### config.mk
export PLATFORM = sky130hd
export DESIGN_NAME = hazard_scoreboard
export DESIGN_NICKNAME = d
export VERILOG_FILES = /design/src/rtl/hazard_scoreboard.sv
export SDC_FILE = /design/constraint.sdc
export NUM_CORES = 1
export LEC_CHECK = 0
export BUFFER_PORTS_ARGS = -buffer_cell sky130_fd_sc_hd__clkbuf_2
export CORE_ASPECT_RATIO = 0.9
export CORE_MARGIN = 3
export CORE_UTILIZATION = 35
export CTS_CLUSTER_DIAMETER = 80
export DETAILED_ROUTE_END_ITERATION = 10
export PLACE_DENSITY = 0.65
export SLEW_MARGIN = 20
export SYNTH_ARGS = -nofsm -noshare
export SYNTH_HDL_FRONTEND = slang
export SYNTH_SLANG_ARGS = --single-unit
### constraint.sdc
create_clock -name clk -period 1.7 [get_ports clk]
set_clock_uncertainty 0.15 [all_clocks]
set_input_delay 0.085 -clock clk [delete_from_list [all_inputs] [get_ports clk]]
set_output_delay 0.085 -clock clk [all_outputs]
set_load 0.02 [all_outputs]
### src/rtl/hazard_scoreboard.sv
// Destination-tag tracker for the ID->EX->MEM->WB pipe with a single-bubble load-use interlock.
// Define HAZ_STALL_CNT_EN to add stallCnt, a saturating count of stalled cycles.
module hazard_scoreboard #(
    parameter int               REG_W   = 4,
    parameter logic [REG_W-1:0] NOP_TAG = '0
) (
    input  logic                    clk,
    input  logic                    rst,
    input  logic                    valid_ID,
    input  logic [REG_W-1:0]        rdReg1_ID,
    input  logic [REG_W-1:0]        rdReg2_ID,
    input  logic                    rdUse1_ID,
    input  logic                    rdUse2_ID,
    input  logic [REG_W-1:0]        wrReg_ID,
    input  logic                    regWrite_ID,
    input  logic                    memRead_ID,
    input  logic                    flush,
    output logic                    stall_ID,
    output logic [REG_W-1:0]        wrReg_EX,
    output logic [REG_W-1:0]        wrReg_MEM,
    output logic [REG_W-1:0]        wrReg_WB,
    output logic                    ldPend_EX,
    output logic [(2**REG_W)-1:0]   busyMask
`ifdef HAZ_STALL_CNT_EN
    ,
    output logic [15:0]             stallCnt
`endif
);

    logic             liveId;
    logic [REG_W-1:0] tagId;
    logic             hit1;
    logic             hit2;

    // Register 0 is never tracked, so a write to it issues as a bubble tag.
    assign liveId = valid_ID && regWrite_ID && (wrReg_ID != '0);
    assign tagId  = liveId ? wrReg_ID : NOP_TAG;

    // Contract: ID advances on a cycle where valid_ID=1 and stall_ID=0; while
    // stall_ID=1 the ID instruction is held and a bubble enters EX instead.
    assign hit1     = rdUse1_ID && (rdReg1_ID == wrReg_EX);
    assign hit2     = rdUse2_ID && (rdReg2_ID == wrReg_EX);
    assign stall_ID = valid_ID && ldPend_EX && !flush && (hit1 || hit2);

    always_ff @(posedge clk) begin
        if (rst) begin
            wrReg_EX  <= NOP_TAG;
            wrReg_MEM <= NOP_TAG;
            wrReg_WB  <= NOP_TAG;
            ldPend_EX <= 1'b0;
        end else begin
            wrReg_WB  <= wrReg_MEM;
            wrReg_MEM <= wrReg_EX;
            if (flush || stall_ID) begin
                wrReg_EX  <= NOP_TAG;
                ldPend_EX <= 1'b0;
            end else begin
                wrReg_EX  <= tagId;
                ldPend_EX <= memRead_ID && liveId;
            end
        end
    end

    always_comb begin
        busyMask = '0;
        if (wrReg_EX != NOP_TAG)  busyMask[wrReg_EX]  = 1'b1;
        if (wrReg_MEM != NOP_TAG) busyMask[wrReg_MEM] = 1'b1;
        if (wrReg_WB != NOP_TAG)  busyMask[wrReg_WB]  = 1'b1;
        busyMask[0] = 1'b0;
    end

`ifdef HAZ_STALL_CNT_EN
    always_ff @(posedge clk) begin
        if (rst) begin
            stallCnt <= '0;
        end else if (stall_ID && (stallCnt != 16'hFFFF)) begin
            stallCnt <= stallCnt + 16'd1;
        end
    end
`endif

endmodule
==> Word-level counts from Yosys, hierarchy flattened <==
Index checks and enable logic that the tools add are counted.
{ "word_totals": {"inputBits": 20, "reg_bits": 13, "output_inout_bits": 30} }
{ "classes": {"n_mux": 9, "reduce_logical": 20, "bitwise_logic": 3, "magnitude_cmp": 6, "n_eq_ne": 2} }
{ "ops": {"columns": ["operator", "n"], "rows": [
  ["$mux W16", 3],
  ["$or A16 B16 Y16", 2],
  ["$reduce_bool A4 Y1", 4],
  ["$lt A4 B5 Y1 const B", 3],
  ["$demux W1 S4", 3],
  ["$ge A4 B1 Y1 const B", 3],
  ["$logic_and A1 B1 Y1", 11],
  ["$eq A4 B4 Y1", 2],
  ["$mux W1", 3],
  ["$reduce_or A3 Y1", 1],
  ["$logic_or A1 B1 Y1", 2],
  ["$reduce_or A2 Y1", 1],
  ["$logic_not A1 Y1", 1],
  ["$not A1 Y1", 1]
]} }

==> Depth between registers and ports, before layout <==
Gate-level depths: netlist (run 1).
{ "depth": {"word_depth": 9, "depth_mapped": 5, "mapped_depth_nobuf": 4} }

==> Worst setup path before layout (run 1) <==
Ideal clock, no wire load.
{ "synth_timing": {"kind": "register -> register", "start": "register wrReg_EX[2]", "end": "register wrReg_EX[0]", "period_less_slack_ps": 1527, "arrival_time_ps": 1245, "path_buffers": 1, "path_slack_ps": 173, "required_time_ps": 1418, "stages_incl_launch_ff": 6, "path_cell_list": "dfxtp_1 buf_6 xnor2_1 nand4_1 o22ai_4 nor3_1"} }
{ "synth_via": {"elab_chain_len": 6, "elab_cells_between_ends": 8, "cone_classes": "eq/ne (2); reduce/logical (6)"} }
{ "synth_lines": {"columns": ["element", "line_no", "rtl"], "rows": [
  ["start, declared", "19", "output logic [REG_W-1:0] wrReg_EX,"],
  ["start signal, assigned", "58", "wrReg_EX <= tagId;"],
  ["$eq A4 B4 Y1, on equally long branches", "41, 42", null],
  ["$logic_and A1 B1 Y1, on equally long branches", "41, 42", null],
  ["$logic_or A1 B1 Y1 (*)", "43", "assign stall_ID = valid_ID && ldPend_EX && !flush && (hit1 || hit2);"],
  ["$logic_and A1 B1 Y1 (*)", "43", null],
  ["net stall_ID", "18", "output logic stall_ID,"],
  ["$logic_or A1 B1 Y1 (*)", "54", "if (flush || stall_ID) begin"],
  ["$reduce_or A3 Y1 (no line) (*)", null, null]
]} }
The timed path passes the listed nets; every way through them passes the cells marked *.
A chain may end at the register's enable or synchronous reset.

==> Final worst setup path (run 1) <==
{ "layout_timing": {"start": "register wrReg_EX[1]", "end": "output stall_ID"} }
{ "layout_via": {"elab_chain_len": 4, "elab_cells_between_ends": 6, "cone_classes": "eq/ne (2); reduce/logical (4)"} }
{ "layout_lines": {"columns": ["element", "line_no"], "rows": [
  ["$eq A4 B4 Y1, on equally long branches", "41, 42"],
  ["$logic_and A1 B1 Y1, on equally long branches", "41, 42"],
  ["$logic_or A1 B1 Y1 (*)", "43"],
  ["$logic_and A1 B1 Y1 (*)", "43"],
  ["end, declared", "18"]
]} }
Every way passes the cells marked *; elsewhere a longest branch is shown, timed or not.

==> impl_metrics.env, run 1 <==
export IMPL_port_buffers=48
export IMPL_synth_top_cell_area_share=0.280
export IMPL_ys_top_cells_by_area="dfxtp_1, nor3_1, o22a_1"
export IMPL_max_vdd_ir_drop_mv=0.363
export IMPL_dieHeight_um=54.9
export IMPL_synth_most_common_cell="nor3_1"
export IMPL_postLayoutCoreUtil=0.623
export IMPL_total_leakage_power_nw=0.666
export IMPL_via_count=1146
export IMPL_async_reset_ff_frac=0
export IMPL_yosysTopAreaCell="dfxtp_1"
export IMPL_fin_hold_ws_ns=0.113
export IMPL_antenna_found_initial=0
export IMPL_path_max_fanout=5
export IMPL_tns_ns=0
export IMPL_core_area_um2=2490
export IMPL_seq_area_frac_synth=0.280
export IMPL_num_rows=17
export IMPL_final_net_count=205
export IMPL_area_growth_synth_to_final_pct=66.7
export IMPL_ant_nets=0
export IMPL_ys_seq_elements=13
export IMPL_power_per_cell_area_nw_per_um2=393
export IMPL_place_detailed_instances=189
export IMPL_critPathKind="reg -> out"
export IMPL_data_arrival_time_of_the_worst_path_ns=1.42
export IMPL_p_total_uw=610
export IMPL_die_width_um=60.4
export IMPL_timing_critical_path_to_type="output pin"
export IMPL_final_min_clock_period_ns=1.66
export IMPL_achievable_frequency_mhz=603
export IMPL_drt_pre_antenna_iters=4
export IMPL_clock_tree_htree_level_count=1
export IMPL_netlist_cell_type_count=28
export IMPL_grt_util_all_layers=0.201
export IMPL_initial_utilization=0.374
export IMPL_grt_pass1_wl_mm=4.92
export IMPL_layout_drive_gt1_share=0.500
export IMPL_layoutNonFillerInstCount=212
export IMPL_dp_hpwl_mm=2.14
export IMPL_setup_worst_path_start_class="flop"
export IMPL_clock_latency_ns=0.27
export IMPL_numCtsBuffers=3
export IMPL_wire_per_inst_um=15.4
export IMPL_result_of_the_run="finished, final reports clean"
export IMPL_syn_cell_area_um2=931
export IMPL_slew_viol_final=0
export IMPL_clock_sinks=13
export IMPL_number_of_global_route_vias_before_repair=1135
export IMPL_vias_per_cell=5.41
export IMPL_cts_buffer_depth=2
export IMPL_postSynthNetCount=135
export IMPL_largest_net_degree_at_the_start_of_global_routing=14
export IMPL_synth_avg_cell_area_um2=8.09
export IMPL_cp_required_ns=1.46
export IMPL_number_of_standard_cells_after_synthesis=115
export IMPL_top_level_ports=50
export IMPL_routed_wl_mm=3.27
export IMPL_synth_warning_count=0
export IMPL_cts_tree="done"
export IMPL_detail_route_drc_violations=0
export IMPL_final_period_utilization=0.976
export IMPL_setup_viol=0
export IMPL_gpl_final_weighted_congestion=0.898
export IMPL_synth_main_ff_cell="dfxtp_1"
export IMPL_global_route_overflow_total=0
export IMPL_synth_commonest_cells="nor3_1, dfxtp_1, nand2b_1"
export IMPL_drt_initial_drc_count=41
export IMPL_dieArea_um2=3320
export IMPL_worstHoldPathType="in -> reg"
export IMPL_rsz0062_at_grt="true"
export IMPL_timing_max_cap_violations=0
export IMPL_ctsRootBufferMaster="clkbuf_4"
export IMPL_finalHoldViolCount=0
export IMPL_antennaDiodeCount=0
export IMPL_clkTransAtPathRegs_ns=0.08
export IMPL_synth_enable_flop_cells=0
cell usage in the layout, fill, tap and decap left out, drive strengths merged:
| master | n |
|---|---|
| dlymetal6s2s | 1 |
| nand4 | 4 |
| or2b | 2 |
| buf | 24 |
| nand3b | 1 |
| o22a | 8 |
| a31oi | 2 |
| nor2 | 2 |
| dlygate4sd3 | 11 |
| clkbuf | 40 |
| nand3 | 6 |
| nand2 | 6 |
| conb | 1 |
| o31ai | 2 |
| o211ai | 1 |
| o41ai | 1 |
| or3 | 4 |
| xnor2 | 8 |
| o22ai | 1 |
| o21ai | 8 |
| nor2b | 9 |
| nand2b | 10 |
| nor3 | 19 |
| dfxtp | 13 |
per-layer routing:
layer / track usage / part of all wire / up-vias
li1: - / - / 561
met1: 0.224 / 0.39 / 526
met2: 0.365 / 0.53 / 53
met3: 0.0441 / 0.068 / 6
met4: 0.0923 / 0.010 / 0
met5: 0 / 0 / -
stage by stage:
stage / cell area, um2 / worst slack (ns)
floorplan: 931 / 0.173
global placement: 1180 / 0.0302
detailed placement: 1180 / 0.0480
CTS: 1420 / -0.0565
global route: 1550 / -0.0297
finish: 1550 / 0.0404
power by group:
group          internal, mW  switching (mW)
Sequential            0.294         0.00750
Combinational        0.0652          0.0545
Clock                0.0908          0.0980
Total                 0.450           0.160
flip-flops by register name (all words and copies together), names as in the netlist:
register and flops:
wrReg_EX 4, wrReg_WB 4, ldPend_EX 1, wrReg_MEM 4
cells by family after synthesis:
| family | synth area share |
|---|---|
| buffers and inverters | 0.0659 |
| and+or+nand+nor | 0.388 |
| DFF | 0.280 |
| xor gates and xnor gates | 0.0753 |
| other | 0.00403 |
| AOI/OAI and AO/OA | 0.187 |
final cells by class:
cell class                 count  area (um2)
tap                           28        35.0
multi-input combinational     95         698
clock buffer                   4        26.3
fill                         229         937
sequential                    13         299
timing repair buffer          72         493
critical path, stage by stage (launching register included):
cell and delay (ns):
dfxtp_4 0.37, buf_6 0.13, xnor2_2 0.12, nand4_1 0.18, o22ai_4 0.22, buf_8 0.14
path summary, 6_finish.rpt:
kind           startpoint          end  slack (ns)  depth (start not counted)
max           wrReg_EX[1]     stall_ID        0.04                          5
min                 flush    ldPend_EX        0.11                          5
max reg2reg   wrReg_EX[1]  wrReg_EX[3]        0.19                          6
min reg2reg  wrReg_MEM[3]  wrReg_WB[3]        0.39                          1
what timing repair did:
action                                 in CTS  in global routing
setup endpoints to repair                  14                 13
endpoints found under the hold margin       7                  0
gates resized for setup                    20                 43
buffers inserted                            5                  3
pin swaps                                   2                  4
hold buffers                               12                  0
(Power assumes the default switching activity.)
==> run 2, diff against run 1 <==
- CORE_UTILIZATION: 35 -> 44
- PLACE_DENSITY: 0.65 -> 0.79
==> run 2 against run 1 <==
Global-route usage up 5.1 points; power up 0.41%; sequential share of layout area up 0.19 points; non-clock buffer count up 1; clock power about the same; combinational power about the same; critical path type unchanged; clock-buffer cell count unchanged; via count up 5.7%; register-to-register slack better by 0.07 ns; critical path depth down 1.
==> impl_metrics.env, run 2 (synthesis results as in run 1) <==
export IMPL_result_of_the_run="finished, final reports clean"
export IMPL_port_buffers=48
export IMPL_timing_max_cap_violations=0
export IMPL_dp_hpwl_mm=2.17
export IMPL_biggestRegsByFlops="wrReg_EX: 4 flops, wrReg_MEM: 4 flops, wrReg_WB: 4 flops"
export IMPL_total_leakage_power_nw=0.641
export IMPL_numCtsBuffers=3
export IMPL_ant_nets=0
export IMPL_mostFrequentLayoutCells="clkbuf_2, nor3_1, buf_4, dlygate4sd3_1"
export IMPL_number_of_global_route_vias_before_repair=1140
export IMPL_most_frequent_standard_cell_in_the_layout_excluding_fill_and_tap_cells="clkbuf_2"
export IMPL_cpPeakStageDelay_ns=0.41
export IMPL_global_route_overflow_total=0
export IMPL_dieHeight_um=49.6
export IMPL_final_net_count=206
export IMPL_worst_r2r_startpoint="wrReg_EX[0]"
export IMPL_setup_viol=0
export IMPL_path_cells="or2b_4 -> o22a_1 -> o21ai_1 -> buf_2"
export IMPL_dieArea_um2=2700
export IMPL_final_min_clock_period_ns=1.68
export IMPL_finalWorstSetupSlack_ns=0.0192
export IMPL_clkTransAtPathRegs_ns=0.08
export IMPL_vias_per_cell=5.77
export IMPL_p_total_uw=612
export IMPL_detail_route_drc_violations=0
export IMPL_final_period_utilization=0.989
export IMPL_drt_initial_drc_count=26
export IMPL_clock_sinks=13
export IMPL_top_level_ports=50
export IMPL_critPathKind="reg -> out"
export IMPL_ctsRootBufferMaster="clkbuf_4"
export IMPL_tns_ns=0
export IMPL_max_vdd_ir_drop_mv=0.378
export IMPL_finalHoldViolCount=0
export IMPL_hold_path_startpoint="flush"
export IMPL_wire_per_inst_um=15.7
export IMPL_timing_rr_end="wrReg_EX[2]"
export IMPL_initial_utilization=0.477
export IMPL_worstHoldPathType="in -> reg"
export IMPL_grt_pass1_wl_mm=5.01
export IMPL_antennaDiodeCount=0
export IMPL_core_area_um2=1950
export IMPL_worstHoldEndpoint="ldPend_EX"
export IMPL_slew_viol_final=0
export IMPL_antenna_found_initial=0
export IMPL_preCtsSetupSlack_ns=0.0646
export IMPL_cp_required_ns=1.46
export IMPL_rsz0062_at_grt="true"
export IMPL_critPathSlowestCell="dfxtp_4"
export IMPL_cts_buffer_depth=2
export IMPL_hold_depth=5
export IMPL_via_count=1211
export IMPL_die_width_um=54.5
export IMPL_largest_net_degree_at_the_start_of_global_routing=14
export IMPL_clock_latency_ns=0.28
export IMPL_num_rows=15
export IMPL_setup_worst_path_start_class="flop"
export IMPL_worst_r2r_cell_count=6
export IMPL_layout_drive_gt1_share=0.503
export IMPL_data_arrival_time_of_the_worst_path_ns=1.45
export IMPL_area_growth_synth_to_final_pct=64.4
export IMPL_timing_critical_path_to_type="output pin"
export IMPL_path_max_fanout=8
export IMPL_routed_wl_mm=3.30
export IMPL_achievable_frequency_mhz=595
export IMPL_gpl_final_weighted_congestion=0.852
export IMPL_grt_util_all_layers=0.252
export IMPL_r2r_slack_ns=0.26
export IMPL_cts_tree="done"
export IMPL_power_per_cell_area_nw_per_um2=400
export IMPL_drt_pre_antenna_iters=4
export IMPL_clock_tree_htree_level_count=1
## run 2: report_power, final
part / leakage [nW] / internal [mW] / switching, mW
Clock: 0.0150 / 0.0912 / 0.101
Combinational: 0.512 / 0.0639 / 0.0542
Sequential: 0.114 / 0.295 / 0.00712
## run 2: worst max-delay path by stage
stage	end	startpoint	slack, ns	cells after the start
after floorplan	wrReg_EX[0]	wrReg_EX[2]	0.17	5
after global placement	busyMask[8]	wrReg_EX[2]	0.11	4
after detailed placement	busyMask[11]	wrReg_EX[3]	0.06	4
after CTS	busyMask[8]	wrReg_EX[3]	-0.02	4
after global routing	busyMask[7]	wrReg_EX[2]	-0.02	4
final	busyMask[6]	wrReg_EX[2]	0.02	4
## run 2: area by class of cell
cell class / count / area, um2
flip-flops and latches: 13 / 298
repair buffers: 73 / 488
well taps: 25 / 31.3
multi-input cells: 95 / 687
fillers: 142 / 422
clock buffers: 4 / 26.3
## run 2: through the flow
step / util / instance area [um2] / cells / hold slack (ns)
final: 0.784 / 1530 / 210 / 0.121
after global routing: 0.784 / 1530 / 210 / 0.148
after CTS: 0.719 / 1400 / 207 / 0.112
after detailed placement: 0.604 / 1180 / 186 / 0.187
after global placement: 0.604 / 1180 / 186 / 0.169
after floorplan: - / 931 / 115 / 0.00661
## run 2: repair_timing
action	CTS	global route
cloned	0	0
pin swaps	1	3
buffers inserted	6	3
endpoints found under the hold margin	13	0
gates resized for setup	18	38
endpoints found under the setup margin	14	11
hold buffers	11	0
## run 2: routing by layer
layer | wire length, um | vias up | GRT usage
met5 | 0 | - | 0
met4 | 93 | 0 | 0.120
met3 | 260 | 11 | 0.0453
met2 | 1760 | 67 | 0.452
met1 | 1180 | 569 | 0.270
li1 | - | 564 | -
## run 2: critical path, delay by kind of cell (launching register included)
family	cells	cell delay, ns
AOI/OAI and AO/OA	2	0.28
and+or+nand+nor	1	0.30
DFF	1	0.41
buffers and inverters	1	0.17
==> run 3, diff against run 2 <==
- CELL_PAD_IN_SITES_DETAIL_PLACEMENT: default -> 0
- CELL_PAD_IN_SITES_GLOBAL_PLACEMENT: default -> 1
- CORE_ASPECT_RATIO: 0.9 -> default
- CORE_UTILIZATION: 44 -> 30
- PLACE_DENSITY: 0.79 -> default
- PLACE_DENSITY_LB_ADDON: default -> 0.1
==> run 3 against run 2 <==
Combinational power fell by 4%; sequential share of layout area fell by 0.27 points; clock power fell by 5%; non-clock buffer count rose by 1; core utilization fell by 24 points; clock-buffer cell count did not move; largest cell class unchanged.
==> impl_metrics.env, run 3 (synthesis results as in run 1) <==
export IMPL_result_of_the_run="finished, final reports clean"
export IMPL_final_period_utilization=0.980
export IMPL_gpl_final_weighted_congestion=0.865
export IMPL_largest_net_degree_at_the_start_of_global_routing=14
export IMPL_mostFrequentLayoutCells="clkbuf_2, buf_4, nor3_1, dlygate4sd3_1, nor2b_1"
export IMPL_max_vdd_ir_drop_mv=0.306
export IMPL_cts_tree="done"
export IMPL_final_min_clock_period_ns=1.67
export IMPL_clock_sinks=13
export IMPL_clkTransAtPathRegs_ns=0.07
export IMPL_biggestRegsByFlops="wrReg_EX: 4 flops, wrReg_MEM: 4 flops, wrReg_WB: 4 flops"
export IMPL_die_width_um=61.7
export IMPL_ant_nets=0
export IMPL_wire_per_inst_um=14.0
export IMPL_antenna_found_initial=0
export IMPL_setup_worst_path_start_class="flop"
export IMPL_detail_route_drc_violations=0
export IMPL_worstHoldPathType="in -> reg"
export IMPL_antennaDiodeCount=0
export IMPL_fin_hold_ws_ns=0.105
export IMPL_grt_pass1_wl_mm=4.93
export IMPL_via_count=1115
export IMPL_layout_cell_area_non_filler_um2=1540
export IMPL_number_of_global_route_vias_before_repair=1070
export IMPL_drt_initial_drc_count=61
export IMPL_port_buffers=48
export IMPL_num_rows=19
export IMPL_final_net_count=207
export IMPL_grt_util_all_layers=0.172
export IMPL_critPathKind="reg -> out"
export IMPL_cp_required_ns=1.46
export IMPL_timing_max_cap_violations=0
export IMPL_initial_utilization=0.326
export IMPL_clock_latency_ns=0.27
export IMPL_achievable_frequency_mhz=600
export IMPL_p_total_uw=601
export IMPL_layout_drive_gt1_share=0.489
export IMPL_power_per_cell_area_nw_per_um2=390
export IMPL_top_level_ports=50
export IMPL_cts_buffer_depth=2
export IMPL_ctsRootBufferMaster="clkbuf_4"
export IMPL_setup_viol=0
export IMPL_global_route_overflow_total=0
export IMPL_dp_hpwl_mm=2.36
export IMPL_timing_critical_path_to_type="output pin"
export IMPL_core_area_um2=2850
export IMPL_dieArea_um2=3810
export IMPL_most_frequent_standard_cell_in_the_layout_excluding_fill_and_tap_cells="clkbuf_2"
export IMPL_area_growth_synth_to_final_pct=65.3
export IMPL_path_max_fanout=8
export IMPL_finalHoldViolCount=0
export IMPL_slew_viol_final=0
export IMPL_rsz0062_at_grt="true"
export IMPL_data_arrival_time_of_the_worst_path_ns=1.43
export IMPL_clock_tree_htree_level_count=1
export IMPL_total_leakage_power_nw=0.661
export IMPL_drt_pre_antenna_iters=4
export IMPL_dieHeight_um=61.7
export IMPL_postLayoutCoreUtil=0.539
export IMPL_routed_wl_mm=3.05
export IMPL_vias_per_cell=5.14
export IMPL_numCtsBuffers=3
export IMPL_placedInstanceArea_um2=1220
export IMPL_place_detailed_instances=197
export IMPL_layoutNonFillerInstCount=217
run 3: timing repair:
item                       4_1_cts  5_1_grt
pin swaps                        0        5
buffers inserted                 1        4
setup endpoints to repair       13       11
resized for setup               17       35
gates cloned                     0        0
hold endpoints to repair         9        0
hold buffers                    11        0
run 3: final cells by class:
type                    count  area (um2)
multi-input cells          95         682
flip-flops and latches     13         295
repair buffers             74         497
clock buffers               4        26.3
fillers                   288        1310
well taps                  31        38.8
run 3: path summary, 6_finish.rpt:
| kind | from | end | slack (ns) | depth (start not counted) |
|---|---|---|---|---|
| worst max-delay path | wrReg_EX[2] | busyMask[5] | 0.03 | 4 |
| worst max register to register | wrReg_EX[2] | ldPend_EX | 0.28 | 5 |
| worst min register to register | wrReg_MEM[2] | wrReg_WB[2] | 0.38 | 1 |
| worst min-delay path | flush | ldPend_EX | 0.10 | 5 |
run 3: routing by layer:
metal / global-route usage / up-vias / part of all wire
met5: 0 / - / 0
met4: 0.0545 / 0 / 0.0095
met3: 0.0269 / 4 / 0.051
met2: 0.296 / 38 / 0.50
met1: 0.221 / 510 / 0.43
li1: - / 563 / -
run 3: where the power goes:
part	leakage, nW	internal, mW	switching, mW	total [mW]
combinational	0.533	0.0631	0.0494	0.113
clock	0.0150	0.0909	0.0925	0.183
sequential	0.113	0.297	0.00795	0.305
total	0.661	0.451	0.150	0.601
run 3: per-stage QoR:
stage / worst slack [ns] / setup TNS, ns
finish: 0.0345 / 0
detailed placement: 0.140 / 0
CTS: -0.0103 / -0.0103
global placement: 0.130 / 0
floorplan: 0.173 / 0
global route: -0.0499 / -0.135
run 3: critical path, stage by stage (launching register included):
cell and delay, ns:
dfxtp_4 0.40, or2b_4 0.30, o22a_1 0.21, o21ai_1 0.08
buf_4 0.16
